===== config.mk =====
export PLATFORM = sky130hd
export DESIGN_NAME = fb_write_ctrl_flat
export DESIGN_NICKNAME = d
export VERILOG_FILES = /design/src/rtl/fb_write_ctrl_if.sv /design/src/rtl/fb_write_ctrl.sv /design/src/flat_wrapper.sv
export SDC_FILE = /design/constraint.sdc
export NUM_CORES = 1
export LEC_CHECK = 0
export CORE_AREA = 2 2 83 85
export CTS_CLUSTER_SIZE = 12
export DETAILED_ROUTE_END_ITERATION = 10
export DIE_AREA = 0 0 85 87
export GPL_ROUTABILITY_DRIVEN = 0
export GPL_TIMING_DRIVEN = 0
export PLACE_DENSITY = 0.79
export SLEW_MARGIN = 20
export SYNTH_ARGS = -nofsm -noshare
export SYNTH_HDL_FRONTEND = slang
export SYNTH_SLANG_ARGS = --single-unit

===== constraint.sdc =====
create_clock -name Clk -period 5.1 [get_ports Clk]
set_clock_uncertainty 0.2 [all_clocks]
set_input_delay 1.02 -clock Clk [delete_from_list [all_inputs] [get_ports Clk]]
set_output_delay 1.02 -clock Clk [all_outputs]
set_load 0.005 [all_outputs]

===== src/rtl/fb_write_ctrl_if.sv =====
// rtl/fb_write_ctrl_if.sv - frame buffer write controller bus: clear control, draw handshake, buffer write port
interface fb_write_ctrl_if;
    logic        clear_start;
    logic [3:0]  clear_color;
    logic        clear_busy;
    logic        clear_done;
    logic        draw_valid;
    logic [9:0]  draw_x;
    logic [9:0]  draw_y;
    logic [3:0]  draw_color;
    logic        draw_ready;
    logic [19:0] fb_w_addr;
    logic [3:0]  fb_wdata;
    logic        fb_write;

    modport master (
        output clear_start, clear_color, draw_valid, draw_x, draw_y, draw_color,
        input  clear_busy, clear_done, draw_ready, fb_w_addr, fb_wdata, fb_write
    );

    modport slave (
        input  clear_start, clear_color, draw_valid, draw_x, draw_y, draw_color,
        output clear_busy, clear_done, draw_ready, fb_w_addr, fb_wdata, fb_write
    );
endinterface


===== src/rtl/fb_write_ctrl.sv =====
// rtl/fb_write_ctrl.sv - frame buffer write port arbiter between pixel draws and a full-screen clear sweep
module fb_write_ctrl #(
    parameter int H_RES = 640,
    parameter int V_RES = 480
) (
    input  logic           Clk,
    input  logic           Reset,
    fb_write_ctrl_if.slave bus
);
    localparam logic [31:0] H_RES_U = 32'(H_RES);
    localparam logic [31:0] V_RES_U = 32'(V_RES);
    localparam logic [20:0] PIX     = 21'(H_RES * V_RES);

    typedef enum logic [1:0] {
        IDLE  = 2'd0,
        CLEAR = 2'd1,
        DONE  = 2'd2
    } state_t;

    state_t      state_q, state_d;
    logic [20:0] cnt_q, cnt_d;
    logic [3:0]  color_q, color_d;
    logic        fb_write_q, fb_write_d;
    logic [19:0] fb_w_addr_q, fb_w_addr_d;
    logic [3:0]  fb_wdata_q, fb_wdata_d;
    logic        clear_busy_q, clear_busy_d;
    logic        clear_done_q, clear_done_d;
    logic        draw_ready;
    logic        on_screen;
    logic [31:0] lin_addr;

    assign draw_ready = (state_q == IDLE) && !bus.clear_start;
    assign lin_addr   = 32'(bus.draw_y) * H_RES_U + 32'(bus.draw_x);
    assign on_screen  = (32'(bus.draw_x) < H_RES_U) && (32'(bus.draw_y) < V_RES_U);

    always_comb begin
        state_d      = state_q;
        cnt_d        = cnt_q;
        color_d      = color_q;
        fb_write_d   = 1'b0;
        fb_w_addr_d  = fb_w_addr_q;
        fb_wdata_d   = fb_wdata_q;
        clear_busy_d = 1'b0;
        clear_done_d = 1'b0;
        case (state_q)
            IDLE: begin
                if (bus.clear_start) begin
                    // Address 0 is issued straight away so it appears in the first CLEAR cycle.
                    state_d      = CLEAR;
                    color_d      = bus.clear_color;
                    cnt_d        = 21'd1;
                    fb_write_d   = 1'b1;
                    fb_w_addr_d  = 20'd0;
                    fb_wdata_d   = bus.clear_color;
                    clear_busy_d = 1'b1;
                end else if (bus.draw_valid && on_screen) begin
                    fb_write_d  = 1'b1;
                    fb_w_addr_d = lin_addr[19:0];
                    fb_wdata_d  = bus.draw_color;
                end
            end
            CLEAR: begin
                if (cnt_q == PIX) begin
                    state_d      = DONE;
                    cnt_d        = 21'd0;
                    clear_done_d = 1'b1;
                end else begin
                    cnt_d        = cnt_q + 21'd1;
                    fb_write_d   = 1'b1;
                    fb_w_addr_d  = cnt_q[19:0];
                    fb_wdata_d   = color_q;
                    clear_busy_d = 1'b1;
                end
            end
            default: begin
                state_d = IDLE;
            end
        endcase
    end

    always_ff @(posedge Clk) begin
        if (Reset) begin
            state_q      <= IDLE;
            cnt_q        <= 21'd0;
            color_q      <= 4'd0;
            fb_write_q   <= 1'b0;
            fb_w_addr_q  <= 20'd0;
            fb_wdata_q   <= 4'd0;
            clear_busy_q <= 1'b0;
            clear_done_q <= 1'b0;
        end else begin
            state_q      <= state_d;
            cnt_q        <= cnt_d;
            color_q      <= color_d;
            fb_write_q   <= fb_write_d;
            fb_w_addr_q  <= fb_w_addr_d;
            fb_wdata_q   <= fb_wdata_d;
            clear_busy_q <= clear_busy_d;
            clear_done_q <= clear_done_d;
        end
    end

    assign bus.draw_ready = draw_ready;
    assign bus.fb_write   = fb_write_q;
    assign bus.fb_w_addr  = fb_w_addr_q;
    assign bus.fb_wdata   = fb_wdata_q;
    assign bus.clear_busy = clear_busy_q;
    assign bus.clear_done = clear_done_q;
endmodule


===== src/flat_wrapper.sv =====
// flat-port wrapper written by rule: the top's interface ports become plain ports
module fb_write_ctrl_flat 
#(
    parameter int H_RES = 640,
    parameter int V_RES = 480
)
  (Clk, Reset, bus_clear_start, bus_clear_color, bus_draw_valid, bus_draw_x, bus_draw_y, bus_draw_color, bus_clear_busy, bus_clear_done, bus_draw_ready, bus_fb_w_addr, bus_fb_wdata, bus_fb_write);
  fb_write_ctrl_if bus_i ();
  input  logic Clk;
  input  logic Reset;
  input wire logic [$bits(bus_i.clear_start)-1:0] bus_clear_start;
  input wire logic [$bits(bus_i.clear_color)-1:0] bus_clear_color;
  input wire logic [$bits(bus_i.draw_valid)-1:0] bus_draw_valid;
  input wire logic [$bits(bus_i.draw_x)-1:0] bus_draw_x;
  input wire logic [$bits(bus_i.draw_y)-1:0] bus_draw_y;
  input wire logic [$bits(bus_i.draw_color)-1:0] bus_draw_color;
  output wire logic [$bits(bus_i.clear_busy)-1:0] bus_clear_busy;
  output wire logic [$bits(bus_i.clear_done)-1:0] bus_clear_done;
  output wire logic [$bits(bus_i.draw_ready)-1:0] bus_draw_ready;
  output wire logic [$bits(bus_i.fb_w_addr)-1:0] bus_fb_w_addr;
  output wire logic [$bits(bus_i.fb_wdata)-1:0] bus_fb_wdata;
  output wire logic [$bits(bus_i.fb_write)-1:0] bus_fb_write;
  assign bus_i.clear_start = bus_clear_start;
  assign bus_i.clear_color = bus_clear_color;
  assign bus_i.draw_valid = bus_draw_valid;
  assign bus_i.draw_x = bus_draw_x;
  assign bus_i.draw_y = bus_draw_y;
  assign bus_i.draw_color = bus_draw_color;
  assign bus_clear_busy = bus_i.clear_busy;
  assign bus_clear_done = bus_i.clear_done;
  assign bus_draw_ready = bus_i.draw_ready;
  assign bus_fb_w_addr = bus_i.fb_w_addr;
  assign bus_fb_wdata = bus_i.fb_wdata;
  assign bus_fb_write = bus_i.fb_write;
  fb_write_ctrl #(.H_RES(H_RES), .V_RES(V_RES)) u_core (.Clk(Clk), .Reset(Reset), .bus(bus_i));
endmodule

### After elaboration in Yosys (flattened, before gate mapping)

Cells that the tools add are included.

| cells by class | value |
|---|---|
| eq/ne operators | 6 |
| $mul | 1 |
| $add $sub $neg | 2 |
| magnitude comparators | 2 |
| reductions and logical operators | 11 |
| multiplexer cells | 21 |
| bitwise gates (word level) | 1 |

Operator list:

| operator | number |
|---|---|
| $mux 20 | 3 |
| $mux 21 | 2 |
| $pmux 21 s2 | 1 |
| $pmux 20 s2 | 1 |
| $add 21x1->21 const B | 1 |
| $eq 21x19->1 const B | 1 |
| $add 20x10->20 | 1 |
| $mul 10x3->13 const B | 1 |
| $mux 4 | 3 |
| $lt 10x10->1 const B | 1 |
| $lt 10x9->1 const B | 1 |
| $pmux 4 s2 | 1 |
| $reduce_and 2->1 | 3 |
| $mux 1 | 5 |
| $mux 2 | 2 |
| $ne 2x2->1 const B | 2 |
| $pmux 1 s2 | 2 |
| $pmux 2 s2 | 1 |
| $logic_and 1x1->1 | 3 |
| $ne 3x3->1 const B | 1 |
| $reduce_and 3->1 | 1 |
| $eq 2x1->1 const B | 1 |
| $logic_not 2->1 | 1 |
| $ne 2x1->1 const B | 1 |
| other kinds (4) | 4 |

| storage, ports and cells | value |
|---|---|
| output and inout bits | 28 |
| input port bits | 32 |
| register bits after elaboration | 54 |

### Longest topological paths before layout

| logic depth | value |
|---|---|
| depth after elaboration | 6 |
| depth in mapped cells | 10 |

### Least setup slack after synthesis

No wires, ideal clock.

| timing | value |
|---|---|
| path kind | input to register |
| start point | input bus_draw_y[1] |
| end point | register u_core.fb_w_addr_q[19], in the netlist u_core.bus.fb_w_addr[19] |
| data arrival time | 3.836 ns |
| stages on the path | 9 |
| setup slack | 0.973 ns |
| library setup time | 0.091 ns |
| data required time | 4.809 ns |
| cell sequence | ha_1 > ha_1 > fa_1 > xnor2_1 > or4b_4 > a211oi_2 > nand4_1 > or4b_1 > a311oi_1 |

| between the ends | value |
|---|---|
| cells in the longest elaborated chain, start to end | 5 |
| elaborated cells on any way between the ends | 10 |
| classes of those cells | add/sub (1); mul (1); order compare (1); eq/ne (1); mux (3); reduce/logical (3) |

Ends and longest elaborated chain:

| element | RTL line | text |
|---|---|---|
| from (decl) | flat_wrapper.sv:15 | `input wire logic [$bits(bus_i.draw_y)-1:0] bus_draw_y;` |
| $mul 10x3->13 or $lt 10x9->1 (tied branches) | fb_write_ctrl.sv:33, fb_write_ctrl.sv:34 |  |
| $add 20x10->20 or $logic_and 1x1->1 (tied branches) | fb_write_ctrl.sv:33, fb_write_ctrl.sv:34 |  |
| $mux 20 or $logic_and 1x1->1 (tied branches) | fb_write_ctrl.sv:56 | `end else if (bus.draw_valid && on_screen) begin` |
| $mux 20 or $ne 3x3->1 (tied branches) | - |  |
| $pmux 20 s2 or $reduce_and 3->1 (tied branches) | - |  |
| to (signal assigned) | fb_write_ctrl.sv:96 | `fb_w_addr_q <= fb_w_addr_d;` |
| to (decl) | fb_write_ctrl.sv:24 | `logic [19:0] fb_w_addr_q, fb_w_addr_d;` |

Several ways; a longest one is shown, not always the timed one. The select of a mux whose other input is x is not followed.
A chain may end at the register's enable or synchronous reset.

### Worst setup path in the final report

Ends and elaborated chain as after synthesis.

==> impl_metrics.yaml <==
run_status:
  outcome: "complete, no violations"
timing:
  fmax_mhz: 216.8
  finalCritPeriodShare_pct: 90.46
  setup_viol: 0
  tightest_slew_ns: 0.8910
  tns_ns: 0
  finalHoldViolCount: 0
  slew-limit-headroom_pct: 40.09
  rsz0062_at_grt: "no"
  post-route-min-period_ns: 4.614
  slew_violations: 0
cells_and_area:
  fillers: 563
  nets: 531
  fin_area_mm2: 0.004193
  diodes: 0
  area_growth_pct: 24.80
  layout-drive-gt1-share_pct: 3.983
  finish.utilization_pct: 63.83
drt:
  viasPerCell: 5.917
  final_antenna_net_count: 0
  routed_wirelength_mm: 8.918
  drc: 0
  first_pass_iters: 5
  wl_per_cell_um: 16.01
  vias: 3296
  drt-initial-drc-count: 191
yosys:
  syn_nets: 465
  yosys_warnings: 0
  synth_common_cells: "54 x dfxtp_1, 48 x nor2_1, 32 x nand2_1"
  synth_compound_area_share_pct: 18.36
  synth_top_family_by_area: "simple AND/OR/NAND/NOR gates"
  synthMuxAreaShare_pct: 2.682
  synthSimpleGateAreaFrac_pct: 27.75
  syn_avg_cell_area_um2: 8.194
  synth_cells: 410
  synthAdderAreaFrac_pct: 9.013
  yosys-top-cells-area: "dfxtp_1 32%, ha_1 7.8%, nor2_1 5.4%, a21oi_1 4.5%, nand2_1 3.6%"
  ys_seq_elements: 54
  synth_edf_count: 0
  synth_top_area_share_pct: 32.18
  synth_top_area_cell: "dfxtp_1"
  synth.distinct_cells: 59
  yosys.cell_count.top_type: "dfxtp_1"
  post_synth_instance_area_mm2: 0.003359
  synth_xor_area_share_pct: 6.294
  postSynth.asyncResetShare_pct: 0
  synth_flop_cell: "dfxtp_1"
  synth_seq_area_share_pct: 32.18
cts:
  clockRootBuffer: "clkbuf_8"
  clock_path_buffers: 2
  clk_latency_ns: 0.31
  cts_tree: "built"
  cts_resized: 0
  numCtsBuffers: 5
  h-tree-depth: 2
  path_clk_slew_ns: 0.10
  ctsHoldBuffers: 0
  postCtsSetupBuffers: 0
  clkSinkCount: 54
critical_path:
  arrival_ns: 4.64
  required_ns: 5.13
  cp-end-kind: "flop"
  critPathMaxFanout: 4
  critPathLaunchType: "input port"
  r2r-start: "u_core.cnt_q[0]"
  critical_path_class: "input port to flop"
  critPathLaunch: "bus_draw_y[1]"
global_route:
  grt_pass1_vias: 3149
  grt_max_degree: 17
  antenna_found_initial: 0
  overflow: 0
  track_usage_pct: 24.86
  grt_first_pass_wirelength_mm: 14.97
die:
  core_area_mm2: 0.006569
  die_height_um: 87
  io_pins: 60
  rows: 30
  dieArea_mm2: 0.007395
  die_w_um: 85
  start_util_pct: 51.14
hold_path:
  worstHoldPathType: "flop to flop"
  holdCritStartpoint: "u_core.bus.fb_wdata[3]"
power:
  powerDensity_mw_per_mm2: 269.4
  p_clk_share_pct: 31.0
  switching_share_pct: 28.46
  vdd.ir_drop.worst_v: 0.0002681
  internal_power_uw: 808.1
  p_sw_uw: 321.5
  p_seq_share_pct: 40.8
  leakage_uw: 0.001569
  combPwrFrac_pct: 28.2
placement:
  port_buffers: 59
  dp_hpwl_mm: 6.801
  placedInstanceArea_mm2: 0.004050
job:
  maxCapViolCount: 0
-- cell type report --
type	instances	area [um2]	area share [%]
plain buffers	24	91.34	2.178
clock buffers	6	82.58	1.970
clock inverters	2	60.06	1.432
inverters	9	33.78	0.8057
multi-input cells	323	2153	51.36
flip-flops and latches	54	1081	25.78
well taps	80	100.1	2.387
repair buffers	59	590.6	14.09
-- path summary, 6_finish.rpt --
kind	to	slack [ns]	cells past startpoint
setup / recovery	u_core.bus.fb_w_addr[19]	0.49	10
setup reg to reg	u_core.bus.fb_w_addr[9]	1.89	10
hold reg to reg	u_core.bus.fb_wdata[3]	0.26	2
hold / removal	u_core.bus.fb_wdata[3]	0.26	2
-- sequential cells by signal, indices dropped and copies added (netlist names) --
| register | flops |
|---|---|
| u_core.bus.fb_w_addr | 20 |
| u_core.bus.fb_write | 1 |
| u_core.bus.clear_done | 1 |
| u_core.color_q | 4 |
| u_core.bus.clear_busy | 1 |
| u_core.bus.fb_wdata | 4 |
| u_core.state_q | 2 |
| u_core.cnt_q | 21 |
-- worst max-delay path, cell delays in order --
cell and delay, ns:
clkdlybuf4s50_1 0.48, ha_1 0.32, ha_1 0.25, fa_1 0.44, xnor2_1 0.24, or4b_4 0.58, a211oi_2 0.31, nand4_1 0.18
or4b_1 0.55, a311oi_1 0.26
-- layout by cell type (no fill, tap or decap), types with 3 or more instances in the layout --
master | netlist | routed
nand2b_1 | 3 | 3
a21oi_1 | 30 | 30
nor3b_1 | 9 | 9
a21o_1 | 5 | 5
a221oi_1 | 5 | 5
xor2_1 | 12 | 12
nand2_1 | 32 | 32
or3_1 | 7 | 7
nand4_1 | 10 | 10
clkdlybuf4s50_1 | 0 | 59
o21ai_0 | 11 | 11
nor2_1 | 48 | 48
o2111ai_1 | 3 | 3
o211ai_1 | 7 | 7
dfxtp_1 | 54 | 54
and3_1 | 3 | 3
a211oi_1 | 12 | 12
mux2i_1 | 9 | 9
nand3_1 | 15 | 15
clkbuf_8 | 0 | 6
o21ai_1 | 3 | 3
nor4_1 | 6 | 6
and2_1 | 5 | 5
xnor2_1 | 7 | 7
ha_1 | 21 | 21
clkbuf_1 | 23 | 23
inv_1 | 9 | 9
nor3_1 | 20 | 20
-- power by group through the flow --
stage | Sequential [uW] | Clock (uW) | Combinational, uW
after floorplan | 470 | 0 | 193
after global placement | 470 | 0 | 308
after detailed placement | 471 | 0 | 315
after CTS | 461 | 353 | 317
after global routing | 465 | 368 | 351
final | 461 | 350 | 318
-- cell families after synthesis --
logic type	after synthesis
AND/OR/NAND/NOR	178
buffers and inverters	33
multiplexers	9
adder cells (fa/ha/maj)	23
AO/OA/AOI/OAI	92
flip-flops	54
XOR/XNOR	21
-- routing by layer --
metal	global-route usage, %	routed length, um	vias to the layer above
li1	-	-	1633
met5	0	0	-
met1	33.76	4054	1563
met3	3.223	424	14
met4	5.628	94	0
met2	42.33	4344	86
-- stage by stage --
step / worst slack, ns / total power [uW] / instances / hold slack (ns)
finish: 0.4864 / 1130 / 557 / 0.2621
global route: 0.2751 / 1184 / 557 / 0.2799
floorplan: 0.9735 / 662.9 / 410 / 0.2483
CTS: 0.4961 / 1132 / 557 / 0.2639
global placement: 0.2494 / 778.3 / 549 / 0.2463
detailed placement: 0.1935 / 786.0 / 549 / 0.2521
Note: power is estimated with default switching activity, not from simulation.
